## src/rtl/syn_gpu_pkg.sv

```systemverilog
// Shared FSM type and default widths for the GPU fill-stack blocks.
package syn_gpu_pkg;

    localparam int SYN_GPU_X_W    = 10;
    localparam int SYN_GPU_Y_W    = 10;
    localparam int SYN_GPU_DATA_W = 32;

    typedef enum logic [1:0] {
        ST_IDLE    = 2'd0,
        ST_WR_REQ  = 2'd1,
        ST_RD_REQ  = 2'd2,
        ST_RD_WAIT = 2'd3
    } ff_sched_st_t;

endpackage

```

## src/rtl/syn_gpu_ff_stack_sched.sv

```systemverilog
// Fill-stack push/pop sequencer: one SRAM word per op; push >= 2 cycles, pop returns data 1 cycle after mem_rdata_vld.
// Stalls requests (rdy low) outside IDLE or when full/empty; holds mem_req and its address/data until mem_ack.
module syn_gpu_ff_stack_sched
    import syn_gpu_pkg::*;
#(
    parameter int P_X_W      = SYN_GPU_X_W,
    parameter int P_Y_W      = SYN_GPU_Y_W,
    parameter int P_DATA_W   = SYN_GPU_DATA_W,
    parameter int P_OCC_W    = 16,
    parameter int P_POP_PRIO = 1,
    parameter int P_RD_TMO   = 255
) (
    input  logic                clk_ir,
    input  logic                rst_sync,
    input  logic                push_req,
    input  logic [P_DATA_W-1:0] push_data,
    output logic                push_rdy,
    input  logic                pop_req,
    output logic                pop_rdy,
    output logic [P_DATA_W-1:0] pop_data,
    output logic                pop_data_vld,
    output logic                lf_wr_en,
    output logic                lf_rd_en,
    input  logic [P_X_W-1:0]    lf_waddr_x,
    input  logic [P_Y_W-1:0]    lf_waddr_y,
    input  logic [P_X_W-1:0]    lf_raddr_x,
    input  logic [P_Y_W-1:0]    lf_raddr_y,
    input  logic                lf_full,
    input  logic                lf_empty,
    output logic                mem_req,
    output logic                mem_wr,
    output logic [P_X_W-1:0]    mem_addr_x,
    output logic [P_Y_W-1:0]    mem_addr_y,
    output logic [P_DATA_W-1:0] mem_wdata,
    input  logic                mem_ack,
    input  logic [P_DATA_W-1:0] mem_rdata,
    input  logic                mem_rdata_vld,
    output logic                busy,
    output logic [P_OCC_W-1:0]  occ,
    output logic                err_tmo
);

    localparam int                 TMO_W    = (P_RD_TMO > 1) ? $clog2(P_RD_TMO + 1) : 1;
    localparam logic [TMO_W-1:0]   TMO_LAST = TMO_W'(P_RD_TMO - 1);
    localparam logic               POP_PRIO = (P_POP_PRIO != 0);
    localparam logic [P_OCC_W-1:0] OCC_MAX  = '1;

    ff_sched_st_t        state_q, state_d;
    logic [P_X_W-1:0]    addr_x_q;
    logic [P_Y_W-1:0]    addr_y_q;
    logic [P_DATA_W-1:0] wdata_q;
    logic [P_DATA_W-1:0] pop_data_q;
    logic                pop_data_vld_q;
    logic [P_OCC_W-1:0]  occ_q, occ_d;
    logic [TMO_W-1:0]    tmo_cnt_q, tmo_cnt_d;
    logic                err_tmo_q;
    logic                is_idle, push_acc, pop_acc, rd_done, rd_tmo;

    // Priority is resolved in the ready terms, so push_acc and pop_acc are mutually exclusive.
    assign is_idle  = (state_q == ST_IDLE);
    assign push_rdy = is_idle & ~lf_full  & ~(POP_PRIO & pop_req & ~lf_empty);
    assign pop_rdy  = is_idle & ~lf_empty & ~(~POP_PRIO & push_req & ~lf_full);
    assign push_acc = push_req & push_rdy;
    assign pop_acc  = pop_req & pop_rdy;

    always_comb begin
        state_d   = state_q;
        lf_wr_en  = 1'b0;
        lf_rd_en  = 1'b0;
        rd_done   = 1'b0;
        rd_tmo    = 1'b0;
        case (state_q)
            ST_IDLE: begin
                if (pop_acc)       state_d = ST_RD_REQ;
                else if (push_acc) state_d = ST_WR_REQ;
            end
            ST_WR_REQ: begin
                if (mem_ack) begin
                    lf_wr_en = ~rst_sync;
                    state_d  = ST_IDLE;
                end
            end
            ST_RD_REQ: begin
                if (mem_ack) begin
                    lf_rd_en = ~rst_sync;
                    state_d  = ST_RD_WAIT;
                end
            end
            ST_RD_WAIT: begin
                if (mem_rdata_vld) begin
                    rd_done = 1'b1;
                    state_d = ST_IDLE;
                end else if (tmo_cnt_q == TMO_LAST) begin
                    rd_tmo  = 1'b1;
                    state_d = ST_IDLE;
                end
            end
            default: state_d = ST_IDLE;
        endcase

        occ_d = occ_q;
        if (lf_wr_en && (occ_q != OCC_MAX))  occ_d = occ_q + 1'b1;
        else if (lf_rd_en && (occ_q != '0)) occ_d = occ_q - 1'b1;

        tmo_cnt_d = (state_q == ST_RD_WAIT) ? tmo_cnt_q + 1'b1 : '0;
    end

    always_ff @(posedge clk_ir) begin
        if (rst_sync) begin
            state_q        <= ST_IDLE;
            addr_x_q       <= '0;
            addr_y_q       <= '0;
            wdata_q        <= '0;
            pop_data_q     <= '0;
            pop_data_vld_q <= 1'b0;
            occ_q          <= '0;
            tmo_cnt_q      <= '0;
            err_tmo_q      <= 1'b0;
        end else begin
            state_q        <= state_d;
            occ_q          <= occ_d;
            tmo_cnt_q      <= tmo_cnt_d;
            pop_data_vld_q <= rd_done;
            if (push_acc) begin
                wdata_q  <= push_data;
                addr_x_q <= lf_waddr_x;
                addr_y_q <= lf_waddr_y;
            end
            if (pop_acc) begin
                addr_x_q <= lf_raddr_x;
                addr_y_q <= lf_raddr_y;
            end
            if (rd_done) pop_data_q <= mem_rdata;
            if (rd_tmo)  err_tmo_q  <= 1'b1;
        end
    end

    assign mem_req      = (state_q == ST_WR_REQ) | (state_q == ST_RD_REQ);
    assign mem_wr       = (state_q == ST_WR_REQ);
    assign mem_addr_x   = addr_x_q;
    assign mem_addr_y   = addr_y_q;
    assign mem_wdata    = wdata_q;
    assign pop_data     = pop_data_q;
    assign pop_data_vld = pop_data_vld_q;
    assign busy         = ~is_idle;
    assign occ          = occ_q;
    assign err_tmo      = err_tmo_q;

endmodule

```

## config.mk

```make
export PLATFORM = sky130hd
export DESIGN_NAME = syn_gpu_ff_stack_sched
export DESIGN_NICKNAME = d
export VERILOG_FILES = /design/src/rtl/syn_gpu_pkg.sv /design/src/rtl/syn_gpu_ff_stack_sched.sv
export SDC_FILE = /design/constraint.sdc
export NUM_CORES = 1
export LEC_CHECK = 0
export BUFFER_PORTS_ARGS = -buffer_cell sky130_fd_sc_hd__buf_2
export CORE_MARGIN = 2
export CORE_UTILIZATION = 38
export CTS_BUF_LIST = sky130_fd_sc_hd__clkbuf_4 sky130_fd_sc_hd__clkbuf_8
export CTS_CLUSTER_SIZE = 16
export DETAILED_ROUTE_END_ITERATION = 7
export HOLD_SLACK_MARGIN = 0.03
export PLACE_DENSITY = 0.66
export SYNTH_ARGS = -nofsm -noshare
export SYNTH_HDL_FRONTEND = slang
export SYNTH_SLANG_ARGS = --single-unit
```

## constraint.sdc

```tcl
create_clock -name clk_ir -period 4.6 [get_ports clk_ir]
set_clock_uncertainty 0.15 [all_clocks]
set_input_delay 0.23 -clock clk_ir [delete_from_list [all_inputs] [get_ports clk_ir]]
set_output_delay 0.23 -clock clk_ir [all_outputs]
set_load 0.02 [all_outputs]
```

==> metrics.md, run 1 <==
| Metric | Value |
|---|---|
| Post-Syn Area | `5050 µm²` |
| Simple-gate share of the synthesized area | `25.3%` |
| Mapped Cells | `between 600 and 700` |
| Buf/Inv on CP | `1` |
| Synth Area in Adders | `5.59%` |
| Status | `finished, final reports clean` |
| Synthesized flop and latch total | `approximately 110` |
| Yosys cell types | `52` |
| Final setup violation count | `0` |
| Avg Cell Area, Syn | `7.91 µm²` |
| Hold Fails Final Rpt | `0` |
| Syn Nets | `just under 800` |
| Slew @ Worst Pin | `between 1000 and 1500 ps` |
| Via count of the first global-routing pass | `5321` |
| Final HPWL DP | `10200 µm` |
| Synth Flop Type | `dfxtp_1` |
| # resized after CTS | `0` |
| Core area | `13100 µm²` |
| CTS tree | `done` |
| Clock sink count | `112` |
| Top cell family by delay on the critical path | `simple AND/OR/NAND/NOR gates` |
| Global route overflow | `0` |
| Pin count of the biggest net entering global routing | `58` |
| Via count | `5570` |
| RSZ-0062 raised after global routing | `false` |
| Max Cap Viol | `0` |
| Hold Path End | `state_q[0]` |
| Register area share after synthesis | `about 44%` |
| Worst Setup End Kind | `flip-flop` |
| Largest family of logic cells by synthesized area | `simple AND/OR/NAND/NOR gates` |
| Final Wtd Congestion | `around 0.9` |
| Post-DRT Antenna Nets | `0` |
| Post-Route WL | `between 15000 and 20000 µm` |
| WS Path Type | `reg -> reg` |
| Initial antenna violation count | `0` |
| Detail-routed via count per cell | `between 4 and 5` |
| Synth Area in Compound Gates | `17.8%` |
| CP required | `4750 ps` |
| Post-DP Area | `6270 µm²` |
| Drt pass-1 iters | `4` |
| Final period util | `71.6%` |
| R2R Path End | `occ[12]` |
| CP cell instances | `nand4_1 -> nor4_2 -> or2b_2 -> inv_1 -> fa_1 -> nand2b_1 -> a21o_1 -> a211oi_2 -> o21ai_1 -> xor2_1 -> a211oi_1` |
| Antenna cells | `0` |
| Hold depth | `4` |
| Post-synth EDFFs | `0` |
| Mux cell area share after synthesis | `0.792%` |
| Utilization after layout | `57.2%` |
| I/O pin cnt | `approximately 220` |
| Final Critical Period | `3290 ps` |
| Final nets | `1078` |
| GR Util All Layers | `22.2%` |
| CTS buffer count | `9` |
| R2R depth | `11` |
| Drt drc | `0` |
| Hold WC Path Type | `in -> reg` |
| Wirelength per Cell | `14.4 µm` |
| CP arrival | `3440 ps` |
| Ys async rst share | `0%` |
| Reg clk slew, reported paths | `110 ps` |
| Share of cells above drive strength 1 | `26.6%` |
| # rows | `42` |
| Reg2reg setup slack | `1310 ps` |
| Highest clock rate | `304 MHz` |
| CP Launch Type | `flip-flop` |
| CTS max path bufs | `2` |
| Clk_lat worst skew | `380 ps` |
| Pwr dens | `approximately 400 nW/µm²` |
| First-pass GRT wire length | `25900 µm` |
| Yosys warns | `0` |
| Number of H-tree levels | `3` |
| Root buffer cell | `clkbuf_8` |
| P_leak | `roughly 3.5 nW` |
| Sum Neg Setup Slack | `0 ps` |
| Hold Path Origin | `pop_req` |
| Final design area excluding fillers | `7520 µm²` |
| Max-slew violation count | `0` |
| # port buffers | `220` |
| Slowest-stage cell, CP | `dfxtp_1` |
| Max-slew headroom | `25.4%` |
| Die X | `119 µm` |
| XOR/XNOR Fraction of Synth Area | `2.08%` |
| Die height | `119 µm` |
| Crit path depth | `11` |
| Fill count | `1208` |
| Worst VDD drop | `slightly below 0.0002 V` |
| Initial core utilization | `38.5%` |
| Full die area | `between 10000 and 15000 µm²` |
| Reg2Reg Launch Point | `occ[12]` |
| Max incr delay on CP | `430 ps` |
| Area grow syn2layout | `48.7%` |
| Initial DRC count | `363` |
| Worst-path fanout max | `17` |
[timing repair]
item | in CTS | in global routing
hold buffers | 105 | 0
endpoints found under the hold margin | 85 | 0
setup buffers | 0 | 0
[synthesized netlist by cell type, types with 2 or more instances]
cell      instances  area (µm²)
xor2_1            7        61.3
clkbuf_1         28         105
nor4_1            4        25.0
inv_1            12        45.0
o31ai_1           3        22.5
o21ai_0          11        55.1
xnor2_1           5        43.8
a21oi_2           2        17.5
nand4_1           7        43.8
a311oi_1         20         175
dfxtp_1         112        2240
and3b_1           2        17.5
or3_1             3        18.8
nor3_1            4        20.0
ha_1             21         263
buf_6             2        22.5
nor2b_1           2        12.5
nand2b_1          4        25.0
o21ai_1           2        10.0
and3_1            5        31.3
a21o_1            8        60.1
mux2i_1           4        40.0
buf_2             5        25.0
nand2_1         193         724
a21oi_1          87         435
o211ai_1          4        30.0
nand3_1           6        30.0
o21bai_1          2        15.0
a211oi_1          3        22.5
nor2_1           46         173
or3b_1            2        17.5
nand3b_1          3        22.5
[flip-flops by register name (all words and copies together) (netlist names)]
| signal | count |
|---|---|
| pop_data | 32 |
| occ | 16 |
| pop_data_vld | 1 |
| mem_addr_x | 10 |
| state_q | 2 |
| tmo_cnt_q | 8 |
| mem_addr_y | 10 |
| mem_wdata | 32 |
| err_tmo | 1 |
[power by group]
group | total, mW | internal, mW | leakage [nW] | switching, mW
Combinational | 1.34 | 0.566 | 2.48 | 0.770
Sequential | 1.14 | 1.07 | 0.910 | 0.0759
Clock | 0.600 | 0.259 | 0.106 | 0.340
[cell usage in the layout, fill, tap and decap left out, types with 6 or more instances in the layout]
cell type,synthesis,final
nand4_1,7,7
xor2_1,7,7
dfxtp_1,112,112
inv_1,12,12
buf_4,0,6
nand2_1,193,193
buf_2,5,219
clkbuf_8,0,13
a21o_1,8,8
dlygate4sd3_1,0,105
nand3_1,6,6
ha_1,21,21
a311oi_1,20,20
nor2_1,46,46
o21ai_0,11,11
a21oi_1,87,87
[worst reg2reg max path, stage by stage, from the launching register on]
cell and delay [ps]:
dfxtp_1 430, nand4_1 170, nor4_2 420, or2b_2 430
inv_1 140, fa_1 410, nand2b_1 180, a21o_1 200
a211oi_2 230, o21ai_1 110, xor2_1 140, a211oi_1 220
[cell families after synthesis]
| group | count (synthesis) |
|---|---|
| DFF | 112 |
| AOI/OAI and AO/OA | 148 |
| muxes | 4 |
| buffers and inverters | 49 |
| xor gates and xnor gates | 12 |
| adders and majority gates | 22 |
| and+or+nand+nor | 292 |
[metal layers]
layer  GRT usage (%)  part of all wire, %
met5               0                    0
met1            27.4                   43
met3            4.36                  6.0
met4            9.49                  3.0
met2            37.6                   48
[stage by stage]
stage / hold WS, ps / cells / power, mW / worst slack (ps)
after floorplan: 192 / 639 / 2.05 / 1480
after global placement: 290 / 1004 / 2.38 / 1430
after detailed placement: 294 / 1004 / 2.38 / 1360
after CTS: 96.1 / 1125 / 3.09 / 1330
after global routing: 150 / 1125 / 3.30 / 1010
final: 128 / 1125 / 3.08 / 1310
[worst max path at each step]
stage	to	slack (ps)	start
4_1_cts	occ[12]	1330	occ[12]
5_1_grt	occ[8]	1010	occ[12]
3_5_place_dp	occ[12]	1360	occ[12]
6_report	occ[12]	1310	occ[12]
3_3_place_gp	occ[8]	1430	occ[8]
2_1_floorplan	occ[12]	1480	state_q[1]
[cell type report]
cell class | count | area, µm² | area share (%)
multi-input cells | 478 | 2610 | 34.8
flip-flops and latches | 112 | 2240 | 29.8
repair buffers | 330 | 2190 | 29.2
well taps | 176 | 220 | 2.93
clock buffers | 13 | 179 | 2.38
inverters | 13 | 48.8 | 0.649
clock inverters | 3 | 22.5 | 0.300
Power figures use the tool's default switching activity.
==> run 2: changes to the inputs <==
==> constraint.sdc (replaced) <==
create_clock -name clk_ir -period 3.08 [get_ports clk_ir]
set_clock_uncertainty 0.15 [all_clocks]
set_input_delay 0.154 -clock clk_ir [delete_from_list [all_inputs] [get_ports clk_ir]]
set_output_delay 0.154 -clock clk_ir [all_outputs]
set_load 0.02 [all_outputs]
==> run 2 against run 1 <==
Against the previous run:
- combinational power increased by 64%
- power rose by 55%
- final area rose by 3.4%
- sequential cell count is the same
- cell count rose by 2.2%
- sequential share of layout area decreased by 0.96 points
- critical path type unchanged
- wire length up 0.49%
- core utilization is 1.9 points higher
==> metrics.md, run 2 (synthesis gave the netlist of run 1 again) <==
| Metric | Value |
|---|---|
| Final period util | `94.9% (+23 points)` |
| Full die area | `14200 µm² (unchanged)` |
| CP required | `3240 ps (-1510 ps)` |
| CTS tree | `done` |
| Final Critical Period | `2920 ps (-371 ps)` |
| Die height | `119 µm (unchanged)` |
| Final setup violation count | `0 (unchanged)` |
| CP Launch Point | `state_q[1]` |
| Max-slew violation count | `0 (unchanged)` |
| Initial antenna violation count | `0 (unchanged)` |
| Switching power | `1.87 mW (+57%)` |
| Slew @ Worst Pin | `1070 ps (-51.1 ps)` |
| Initial core utilization | `38.5% (unchanged)` |
| # rows | `42 (unchanged)` |
| Hold WC Path Type | `in -> reg` |
| Hold Fails Final Rpt | `0 (unchanged)` |
| Reg clk slew, reported paths | `110 ps (about the same)` |
| Antenna cells | `0 (unchanged)` |
| Global route overflow | `0 (unchanged)` |
| Max Cap Viol | `0 (unchanged)` |
| Pwr dens | `613 nW/µm² (+50%)` |
| Slowest-stage cell, CP | `dfxtp_1` |
| Top cell family by delay on the critical path | `compound AO/OA/AOI/OAI gates` |
| CP arrival | `3080 ps (-360 ps)` |
| Logic pwr share | `46.3% (+2.9 points)` |
| Share of cells above drive strength 1 | `29.0% (+2.4 points)` |
| CTS buffer count | `9 (unchanged)` |
| Detail-routed via count per cell | `4.90 (-1.0%)` |
| Worst path most repeated cell | `ha_4` |
| Area grow syn2layout | `53.8%` |
| CP Launch Type | `flip-flop` |
| Status | `finished, final reports clean` |
| Die X | `119 µm (unchanged)` |
| Worst Setup End Kind | `flip-flop` |
| Reg power frac | `35.6% (-1.6 points)` |
| Initial DRC count | `346 (-4.7%)` |
| Final nets | `1103 (+2.3%)` |
| Sum Neg Setup Slack | `0 ps (unchanged)` |
| Hold Path Origin | `lf_empty` |
| Number of H-tree levels | `3 (unchanged)` |
| Max-slew headroom | `28.7% (+3.2 points)` |
| Worst VDD drop | `0.000283 V (+43%)` |
| Final design area excluding fillers | `7770 µm² (+3.4%)` |
| First-pass GRT wire length | `26300 µm (+1.5%)` |
| Clk pwr share | `18.2% (-1.3 points)` |
| # port buffers | `220 (unchanged)` |
| Most frequent cells in the layout | `219 x buf_2, 193 x nand2_1, 111 x dfxtp_1, 106 x dlygate4sd3_1, 86 x a21oi_1` |
| Reg2Reg Launch Point | `state_q[1]` |
| Utilization after layout | `59.2% (+1.9 points)` |
| Post-DRT Antenna Nets | `0 (unchanged)` |
| Via count of the first global-routing pass | `5504 (+3.4%)` |
| Via count | `5635 (+1.2%)` |
| Clk_lat worst skew | `380 ps (about the same)` |
| Multi-input gate area | `2650 µm² (+1.5%)` |
| Drt pass-1 iters | `5 (+1)` |
| CP cell instances | `inv_2 -> ha_4 -> nand3b_4 -> inv_1 -> or2b_2 -> buf_12 -> ha_4 -> a21o_1 -> a21oi_2 -> a21oi_4 -> o21ai_0 -> or3b_1 -> a21oi_1` |
| Fill count | `1152 (-4.6%)` |
| Buf/Inv on CP | `3 (+2)` |
| Final HPWL DP | `10400 µm (+2.2%)` |
| Drt drc | `0 (unchanged)` |
| Post-DP Area | `6490 µm² (+3.5%)` |
| Commonest non-fill, non-tap cell in the layout | `buf_2` |
| WS Path Type | `reg -> reg` |
| Post-Route WL | `16300 µm (+0.49%)` |
| I/O pin cnt | `221 (unchanged)` |
| Wirelength per Cell | `14.1 µm (-1.7%)` |
| Final Wtd Congestion | `0.873 (-1.4%)` |
| P_leak | `3.63 nW (+3.8%)` |
| CTS max path bufs | `2 (unchanged)` |
| Internal Dissipation | `2.90 mW (+53%)` |
| Switch share | `39.1% (+0.62 points)` |
| Clock sink count | `112 (unchanged)` |
| Core area | `13100 µm² (unchanged)` |
| Highest clock rate | `342 MHz (+13%)` |
| Register Area | `2240 µm² (about the same)` |
| Root buffer cell | `clkbuf_8` |
| GR Util All Layers | `22.7% (+0.55 points)` |
| Max incr delay on CP | `360 ps (-70 ps)` |
| Pin count of the biggest net entering global routing | `72 (+24%)` |
| Worst-path fanout max | `15 (-2)` |
==> run 2: cell types whose count changed in the layout (fill, tap and decap cells not counted), moves of 2 or more <==
cell,delta
buf_4,+21
ha_1,-3
buf_12,+3
clkbuf_8,-3
ha_4,+2
==> run 2: area by class of cell <==
cell class,count,share of cell area (%)
Timing Repair Buffer,355,31.1
Clock inverter,6,0.644
Tap cell,176,2.83
Clock buffer,10,1.77
Sequential cell,112,28.9
Multi-Input combinational cell,478,34.1
Inverter,13,0.628
==> run 2: tightest hold or removal path, stage by stage <==
cell,delay [ps]
buf_2,90
nor2_1,60
a31oi_1,170
mux2i_1,80
nor2_1,80
==> run 2: power by group through the flow <==
| stage | clock, mW | sequential, mW | combinational [mW] |
|---|---|---|---|
| 3_5_place_dp | 0 | 1.72 | 1.99 |
| 4_1_cts | 0.909 | 1.69 | 2.16 |
| 6_report | 0.865 | 1.70 | 2.20 |
| 5_1_grt | 0.955 | 1.71 | 2.43 |
| 3_3_place_gp | 0 | 1.72 | 1.99 |
| 2_1_floorplan | 0 | 1.90 | 1.16 |
==> run 2: path summary, 6_finish.rpt <==
path / depth (start not counted) / slack [ps] / to
hold reg to reg: 2 / 300 / mem_wdata[7]
setup reg to reg: 13 / 160 / occ[9]
hold / removal: 5 / 130 / state_q[0]
setup / recovery: 13 / 160 / occ[9]
==> run 2: stage by stage <==
step	hold slack, ps	total power, mW	instances	setup slack [ps]
finish	129	4.77	1150	157
global route	168	5.10	1150	-21.3
CTS	112	4.76	1150	69.4
detailed placement	249	3.71	1028	18.4
global placement	244	3.71	1028	107
floorplan	116	3.06	639	36.3
==> run 2: per-layer routing <==
layer  share of wire [%]  vias up  global-route usage, %
met5                   0        -                      0
met4                 3.6        0                   9.56
met3                 6.0       45                   5.60
met2                  48      198                   39.0
met1                  43     2563                   27.0
li1                    -     2829                      -
==> run 2: what timing repair did <==
action | in CTS | in global routing
buffers inserted | 0 | 0
pin swaps | 1 | 1
hold endpoints to repair | 87 | 0
endpoints found under the setup margin | 1 | 8
resized for setup | 1 | 8
hold buffers | 106 | 0
